**src/rtl/ps2_key_decoder.sv**
```systemverilog
// rtl/ps2_key_decoder.sv - PS/2 set-2 scan-code sequence decoder with key event FIFO
// Folds prefix bytes (E0/F0/E1) into {released, extended, code} events queued in a FWFT FIFO.
module ps2_key_decoder #(
  parameter int FIFO_DEPTH = 8
) (
  input  logic                         clk,
  input  logic                         reset_i,
  input  logic [7:0]                   code_i,
  input  logic                         strobe_i,
  input  logic                         err_i,
  output logic [9:0]                   key_o,
  output logic                         valid_o,
  input  logic                         rd_i,
  output logic [$clog2(FIFO_DEPTH):0]  count_o,
  output logic                         overflow_o,
  input  logic                         clr_overflow_i
);

  localparam int PW = $clog2(FIFO_DEPTH);
  localparam int CW = PW + 1;

  typedef enum logic [2:0] {
    IDLE,
    EXT,
    BRK,
    EXT_BRK,
    PAUSE
  } state_t;

  state_t        state_q, state_d;
  logic [2:0]    skip_q, skip_d;
  logic          push_req;
  logic [9:0]    push_data;

  logic [9:0]    mem [FIFO_DEPTH];
  logic [PW-1:0] wr_ptr_q, rd_ptr_q;
  logic [CW-1:0] count_q;
  logic          ovf_q;
  logic          full, empty, do_pop, do_push, drop;

  // Keyboard housekeeping bytes (errors, BAT result, echo, ack, resend) carry no key.
  function automatic logic is_noise(input logic [7:0] b);
    return (b == 8'h00) || (b == 8'hAA) || (b == 8'hEE) ||
           (b == 8'hFA) || (b == 8'hFE) || (b == 8'hFF);
  endfunction

  // Extended shift codes emitted around Print Screen / keypad keys are phantom keys.
  function automatic logic is_fake_shift(input logic [7:0] b);
    return (b == 8'h12) || (b == 8'h59);
  endfunction

  always_ff @(posedge clk or posedge reset_i) begin
    if (reset_i) begin
      state_q <= IDLE;
      skip_q  <= '0;
    end else begin
      state_q <= state_d;
      skip_q  <= skip_d;
    end
  end

  always_comb begin
    state_d   = state_q;
    skip_d    = skip_q;
    push_req  = 1'b0;
    push_data = '0;
    if (err_i) begin
      state_d = IDLE;
      skip_d  = '0;
    end else if (strobe_i) begin
      case (state_q)
        IDLE: begin
          if (code_i == 8'hE0) begin
            state_d = EXT;
          end else if (code_i == 8'hF0) begin
            state_d = BRK;
          end else if (code_i == 8'hE1) begin
            state_d = PAUSE;
            skip_d  = 3'd7;
          end else if (!is_noise(code_i)) begin
            push_req  = 1'b1;
            push_data = {2'b00, code_i};
          end
        end
        EXT: begin
          if (code_i == 8'hF0) begin
            state_d = EXT_BRK;
          end else begin
            state_d = IDLE;
            if (!is_fake_shift(code_i)) begin
              push_req  = 1'b1;
              push_data = {2'b01, code_i};
            end
          end
        end
        BRK: begin
          state_d   = IDLE;
          push_req  = 1'b1;
          push_data = {2'b10, code_i};
        end
        EXT_BRK: begin
          state_d = IDLE;
          if (!is_fake_shift(code_i)) begin
            push_req  = 1'b1;
            push_data = {2'b11, code_i};
          end
        end
        PAUSE: begin
          // Pause has no break code: the whole 8-byte burst maps to one make event.
          skip_d = skip_q - 3'd1;
          if (skip_q == 3'd1) begin
            state_d   = IDLE;
            push_req  = 1'b1;
            push_data = 10'h177;
          end
        end
        default: begin
          state_d = IDLE;
          skip_d  = '0;
        end
      endcase
    end
  end

  assign full    = (count_q == CW'(FIFO_DEPTH));
  assign empty   = (count_q == '0);
  assign do_pop  = rd_i && !empty;
  assign do_push = push_req && (!full || do_pop);
  assign drop    = push_req && full && !do_pop;

  always_ff @(posedge clk) begin
    if (do_push) begin
      mem[wr_ptr_q] <= push_data;
    end
  end

  always_ff @(posedge clk or posedge reset_i) begin
    if (reset_i) begin
      wr_ptr_q <= '0;
      rd_ptr_q <= '0;
      count_q  <= '0;
      ovf_q    <= 1'b0;
    end else begin
      if (do_push) begin
        wr_ptr_q <= wr_ptr_q + PW'(1);
      end
      if (do_pop) begin
        rd_ptr_q <= rd_ptr_q + PW'(1);
      end
      if (do_push && !do_pop) begin
        count_q <= count_q + CW'(1);
      end else if (do_pop && !do_push) begin
        count_q <= count_q - CW'(1);
      end
      if (drop) begin
        ovf_q <= 1'b1;
      end else if (clr_overflow_i) begin
        ovf_q <= 1'b0;
      end
    end
  end

  // Storage is not reset, so the head is masked while empty.
  assign key_o      = empty ? 10'h000 : mem[rd_ptr_q];
  assign valid_o    = !empty;
  assign count_o    = count_q;
  assign overflow_o = ovf_q;

endmodule
```
**config.mk**
```make
export PLATFORM = sky130hd
export DESIGN_NAME = ps2_key_decoder
export DESIGN_NICKNAME = d
export VERILOG_FILES = /design/src/rtl/ps2_key_decoder.sv
export SDC_FILE = /design/constraint.sdc
export NUM_CORES = 1
export LEC_CHECK = 0
export ABC_AREA = 1
export BUFFER_PORTS_ARGS = -buffer_cell sky130_fd_sc_hd__clkbuf_2
export CORE_ASPECT_RATIO = 0.75
export CORE_MARGIN = 1
export CORE_UTILIZATION = 29
export DETAILED_ROUTE_END_ITERATION = 7
export SYNTH_ARGS = -nofsm -noshare
export SYNTH_HDL_FRONTEND = slang
export SYNTH_SLANG_ARGS = --single-unit
export TNS_END_PERCENT = 1
```
**constraint.sdc**
```tcl
create_clock -name clk -period 2.5 [get_ports clk]
set_input_delay 0.25 -clock clk [delete_from_list [all_inputs] [get_ports clk]]
set_output_delay 0.25 -clock clk [all_outputs]
set_load 0.02 [all_outputs]
```
== After elaboration in Yosys (flattened, before gate mapping) ==
Memories as Yosys holds them, arrays and structs flattened.
Cells that the tools add are included.

* Memories: 1
* Flip-flop bits (word level): 17
* Latch bits: 0
* Input port bits: 14
* Memory bits (read-only): 0
* Bits in writable memories: 80

{| class="wikitable"
|+ Memory list
! memory !! depth !! bits a word !! rd ports !! clocked after memory_dff !! wr ports !! line !! RTL
|-
| mem || 8 || 10 || 1 || 0 || 1 || 35 || <nowiki>logic [9:0] mem [FIFO_DEPTH];</nowiki>
|}

* Bitwise gates (word level): 0
* Multiply operators: 0
* Shifts and indexed selects: 0
* Mux-type cells: 42
* Reductions and logical operators: 26
* Eq/ne operators: 22
* $lt $le $gt $ge: 0
* Divide/modulo/power cells: 0
* Add/subtract/negate cells: 5

{| class="wikitable"
|+ Operators by type and width
! kind !! count
|-
| 8-bit equality test, second input constant || 8
|-
| 10-bit case mux with 5 select lines || 1
|-
| 10-bit 2-to-1 mux || 4
|-
| 3-bit 2-to-1 mux || 11
|-
| 8-bit 2-to-1 mux || 4
|-
| 9-bit 2-to-1 mux || 3
|-
| 3-bit case mux with 3 select lines || 2
|-
| 1-bit 2-to-1 mux || 13
|-
| 3-bit inequality test, second input constant || 4
|-
| 8-bit by 5-bit equality test with 1-bit output, second input constant || 1
|-
| 8-bit by 7-bit equality test with 1-bit output, second input constant || 1
|-
| 8-bit logical NOT || 1
|-
| 4-bit 2-to-1 mux || 2
|-
| 1-bit logical OR || 7
|-
| 3-bit by 1-bit adder with 3-bit output, second input constant || 2
|-
| 3-bit by 1-bit equality test with 1-bit output, second input constant || 2
|-
| 3-bit by 2-bit equality test with 1-bit output, second input constant || 2
|-
| 1-bit logical AND || 6
|-
| 2-bit nonzero test || 3
|-
| 5-bit inequality test, second input constant || 1
|-
| 1-bit case mux with 5 select lines || 1
|-
| 5-bit AND reduction || 1
|-
| 4-bit by 1-bit adder with 4-bit output, second input constant || 1
|-
| 4-bit equality test, second input constant || 1
|-
| other kinds (10) || 13
|}

== Logic depth before layout (Yosys ltp) ==
* Depth in word-level cells: 18
* Depth in mapped cells: 21

== Worst setup path before layout ==
OpenSTA, ideal clock, no wires.

* Path kind: register -> register
* Start: reg state_q[2]
* End: reg count_q[3] (netlist: count_o[3])
* Cell stages (with the launch flop): 20
* Arrival time: 2.517 ns
* Data required time: 2.377 ns
* Period minus slack after synthesis: 2.640 ns
* Setup slack: -0.140 ns
* Cells stage by stage: dfrtp_1 -> buf_6 -> nor3_1 -> nand2_1 -> nor2_1 -> nor2_2 -> nand3_4 -> nand3_4 -> buf_12 -> inv_1 -> ha_1 -> inv_1 -> ha_1 -> nand2_1 -> nor2_1 -> a211oi_1 -> nor2_1 -> nor2_1 -> nand2_1 -> xor2_1

* Word-level cells in the longest chain between the ends: 8
* Elaborated cells on any way between the ends: 14
* Those cells by class: eq/ne (4); mux (4); reduce/logical (6)

{| class="wikitable"
|+ RTL lines
! item !! line !! RTL
|-
| start: declaration || 30 || <nowiki>state_t state_q, state_d;</nowiki>
|-
| start signal: assignment || 57 || <nowiki>state_q <= state_d;</nowiki>
|-
| 3-bit equality test (tied with other cells) || 71 || <nowiki>case (state_q)</nowiki>
|-
| 1-bit case mux with 5 select lines * || 71 ||
|-
| 1-bit 2-to-1 mux * || 70 || <nowiki>end else if (strobe_i) begin</nowiki>
|-
| 1-bit 2-to-1 mux * || 67 || <nowiki>if (err_i) begin</nowiki>
|-
| 1-bit logical AND * || 128 || <nowiki>assign do_push = push_req && (!full || do_pop);</nowiki>
|-
| net do_push || 39 || <nowiki>logic full, empty, do_pop, do_push, drop;</nowiki>
|-
| 1-bit logical NOT || 152 || <nowiki>end else if (do_pop && !do_push) begin</nowiki>
|-
| 1-bit logical AND || 152 ||
|-
| 2-bit nonzero test (no source line) || - ||
|-
| end signal: assignment || 151 || <nowiki>count_q <= count_q + CW'(1);</nowiki>
|-
| end signal: assignment || 153 || <nowiki>count_q <= count_q - CW'(1);</nowiki>
|-
| end: declaration || 37 || <nowiki>logic [CW-1:0] count_q;</nowiki>
|}

Mark *: on every way through the listed nets, which the timed path passes. The rest lies on a longest branch.
A chain may end at the register's enable or synchronous reset.

== Worst setup path after layout ==
Ends and elaborated chain as after synthesis.

==> flow_metrics.tcl <==
set metrics [dict create \
    run_status "finished with violations" \
    violated_checks "hold timing" \
    postSynthRegisterBits 97 \
    maximum_achievable_frequency_ghz 0.421 \
    core-area_um2 15400 \
    n_antenna_cell 0 \
    worst_r2r_startpoint "state_q[2]$_DFFE_PP0P_" \
    timing.final.ws_setup_ps 124 \
    ys_seq_area_share_pct 61.2 \
    cts_tree "built" \
    syn-instance-count 453 \
    clkTransAtPathRegs_ps 80 \
    worst_clock_skew_ps 11.2 \
    cp.required_ps 2740 \
    routed-via-count 3447 \
    htreeDepth 3 \
    final_area_um2 5670 \
    rows 39 \
    postRouteWirelength_um 11000 \
    path_max_fanout 7 \
    num-nets-final 542 \
    hold_ws_ps -26.5 \
    route.detailed.wl_per_inst_um 15.1 \
    critical_path.startpoint "state_q[2]$_DFFE_PP0P_" \
    globalplace.congestion 0.820 \
    synth-compound-area-share_pct 11.5 \
    area_share_of_fa_ha_maj_cells_after_synthesis_pct 2.33 \
    drtIter0Drc 219 \
    syn_area_um2 4620 \
    p_leak_nw 2.24 \
    cp_arrival_ps 2610 \
    slew_viol_final 0 \
    critPathCaptureType "register" \
    drtPass1Iterations 5 \
    worst-setup-path-type "reg2reg" \
    ant_nets 0 \
    insertion_delay_ps 350 \
    detailedPlacementHpwl_um 7430 \
    measured_slew_at_the_worst_slew_check_pin_ps 689 \
    syn-mean-instance-area_um2 10.2 \
    global_route.usage.total_pct 13.9 \
    post_synth_num_cell_types 34 \
    tcrit_tclk_final_pct 95.0 \
    number_of_max_cap_violations 0 \
    design.die.area_um2 16400 \
    clkSinkCount 97 \
    num_cts_buffers 9 \
    setup_total_negative_slack_ps 0 \
    grt_pass1_wl_um 17300 \
    hold_viol_final 17 \
    post_route_cells_drive_above_1_share_pct 26.7 \
    synthesis.nets 475 \
    synthXorXnorAreaFrac_pct 1.14 \
    drc 0 \
    initial_core_util_pct 30.0 \
    hold_path.class "in2async" \
    muxShareOfSynthArea_pct 0 \
    setup.worst_path.start_class "register" \
    grt_pass1_vias 3320 \
    final.min_clock_period_ps 2380 \
    synth.yosys.warnings 0 \
    grt_max_degree 42 \
    cts.hold.buffers_added 0 \
    vdd_drop_max_v 0.000540 \
    synth_simple_gate_area_share_pct 18.2 \
    global_route.overflow_total 0 \
    setup_viol 0 \
    die-width_um 148 \
    slew_headroom_pct 54.0 \
    total_power_mw 5.87 \
    r2r_cells 15 \
    drt-vias-per-instance 4.72 \
    largest_family_of_logic_cells_by_synthesized_area "simple AND/OR/NAND/NOR gates" \
    numPortBuffers 29 \
    pin_count 30 \
    pwr_density_cell_nw_per_um2 1040 \
    cts_max_path_buffers 2 \
    detailed_place.area_um2 5270 \
    dpl_worst_slack_ps -1.22 \
    fp.dieH_um 111 \
    setup.worst_path.end "count_o[3]$_DFFE_PP0P_" \
    crit-reg2reg-capture "count_o[3]$_DFFE_PP0P_" \
    antenna_found_initial 0 \
    worst_case_register_to_register_setup_slack_ps 120 \
    ctsRootBufferMaster "sky130_fd_sc_hd__clkbuf_16" \
    synthToLayoutAreaGrowth_pct 22.8 \
]
[through the flow]
| stage | cells | utilization, % |
|---|---|---|
| after floorplan | 453 | - |
| after global placement | 704 | 34.3 |
| after detailed placement | 704 | 34.3 |
| after CTS | 720 | 36.1 |
| after global routing | 730 | 36.9 |
| final | 730 | 36.9 |
[worst max-delay path, stage by stage (launching register included)]
cell and delay, ps:
sky130_fd_sc_hd__dfrtp_2 500, sky130_fd_sc_hd__buf_4 160, sky130_fd_sc_hd__buf_4 130, sky130_fd_sc_hd__a211oi_4 280, sky130_fd_sc_hd__nand3_4 120, sky130_fd_sc_hd__inv_4 70, sky130_fd_sc_hd__ha_4 130, sky130_fd_sc_hd__inv_4 50
sky130_fd_sc_hd__ha_4 230, sky130_fd_sc_hd__nand2_2 60, sky130_fd_sc_hd__nor2_2 30, sky130_fd_sc_hd__a211oi_2 160, sky130_fd_sc_hd__nor2_1 60, sky130_fd_sc_hd__nor2_1 80, sky130_fd_sc_hd__nand2_1 70, sky130_fd_sc_hd__xor2_1 140
[synth_stat cells]
cell type	count	area share, %
sky130_fd_sc_hd__a211oi_1	1	0.16
sky130_fd_sc_hd__a211oi_4	1	0.43
sky130_fd_sc_hd__a21oi_1	12	1.3
sky130_fd_sc_hd__a31oi_1	10	1.4
sky130_fd_sc_hd__buf_1	1	0.081
sky130_fd_sc_hd__buf_12	1	0.43
sky130_fd_sc_hd__buf_6	1	0.24
sky130_fd_sc_hd__clkbuf_1	15	1.2
sky130_fd_sc_hd__dfrtp_1	17	9.2
sky130_fd_sc_hd__edfxtp_1	80	52
sky130_fd_sc_hd__fa_1	1	0.43
sky130_fd_sc_hd__ha_1	7	1.9
sky130_fd_sc_hd__inv_1	40	3.3
sky130_fd_sc_hd__inv_2	5	0.41
sky130_fd_sc_hd__nand2_1	47	3.8
sky130_fd_sc_hd__nand2_2	7	0.95
sky130_fd_sc_hd__nand2_4	2	0.49
sky130_fd_sc_hd__nand3_1	19	2.1
sky130_fd_sc_hd__nand3_2	1	0.22
sky130_fd_sc_hd__nand3_4	2	0.76
sky130_fd_sc_hd__nand3b_1	1	0.16
sky130_fd_sc_hd__nand4_1	5	0.68
sky130_fd_sc_hd__nor2_1	81	6.6
sky130_fd_sc_hd__nor2_2	14	1.9
sky130_fd_sc_hd__nor2_4	1	0.24
sky130_fd_sc_hd__nor3_1	3	0.33
sky130_fd_sc_hd__o211ai_1	1	0.16
sky130_fd_sc_hd__o21a_1	1	0.16
sky130_fd_sc_hd__o21ai_0	51	5.5
sky130_fd_sc_hd__o21ai_1	8	0.87
sky130_fd_sc_hd__o21bai_1	1	0.16
sky130_fd_sc_hd__o22ai_1	10	1.4
sky130_fd_sc_hd__xnor2_1	2	0.38
sky130_fd_sc_hd__xor2_1	4	0.76
[what timing repair did]
item	CTS	global route
endpoints found under the setup margin	0	9
setup buffers	0	10
endpoints found under the hold margin	0	0
gates resized for setup	0	12
[how the worst min path moves through the flow]
stage,slack (ps),startpoint,to
2_1_floorplan,180,reset_i,count_o[0]$_DFFE_PP0P_
3_3_place_gp,380,reset_i,overflow_o$_DFFE_PP0P_
3_5_place_dp,390,reset_i,overflow_o$_DFFE_PP0P_
4_1_cts,7,reset_i,overflow_o$_DFFE_PP0P_
5_1_grt,40,reset_i,overflow_o$_DFFE_PP0P_
6_report,-30,reset_i,overflow_o$_DFFE_PP0P_
[cell families (layout without fill, tap and decap cells)]
kind of cell / count (synthesis) / after routing
flops: 97 / 97
buf+inv: 63 / 135
fa+ha+maj: 8 / 8
compound gates: 96 / 96
xor+xnor: 6 / 6
simple gates: 183 / 183
[registers in the layout, summed over array words and instances (netlist names)]
name	flops
overflow_o	1
count_o	4
mem	80
rd_ptr_q	3
state_q	3
skip_q	3
wr_ptr_q	3
[layer usage]
metal,up-vias,routed length [um],GRT usage [%]
li1,1687,-,-
met1,1673,5410,18.9
met2,76,4990,21.8
met3,11,538,3.54
met4,0,107,4.12
met5,-,0,0
[cells in the final DEF (no fill, tap or decap), types with 14 or more instances in the layout]
cell type	Yosys	layout
sky130_fd_sc_hd__inv_1	40	37
sky130_fd_sc_hd__nand3_1	19	17
sky130_fd_sc_hd__o21ai_0	51	51
sky130_fd_sc_hd__buf_4	0	43
sky130_fd_sc_hd__dfrtp_1	17	16
sky130_fd_sc_hd__nor2_2	14	14
sky130_fd_sc_hd__nor2_1	81	79
sky130_fd_sc_hd__clkbuf_2	0	29
sky130_fd_sc_hd__edfxtp_1	80	80
sky130_fd_sc_hd__nand2_1	47	46
[report_power, final]
| group | switching, mW | internal, mW | leakage [nW] |
|---|---|---|---|
| Sequential | 0.123 | 1.93 | 0.951 |
| Clock | 0.630 | 0.696 | 0.144 |
| Combinational | 1.59 | 0.909 | 1.15 |
[layout make-up]
| cell class | instances | area (um2) |
|---|---|---|
| fillers | 1526 | 9700 |
| multi-input cells | 293 | 1620 |
| inverters | 45 | 176 |
| clock buffers | 9 | 225 |
| clock inverters | 7 | 58.8 |
| flip-flops and latches | 97 | 2830 |
| repair buffers | 74 | 499 |
| well taps | 205 | 256 |
No activity file was read; power rests on OpenSTA's default activity.
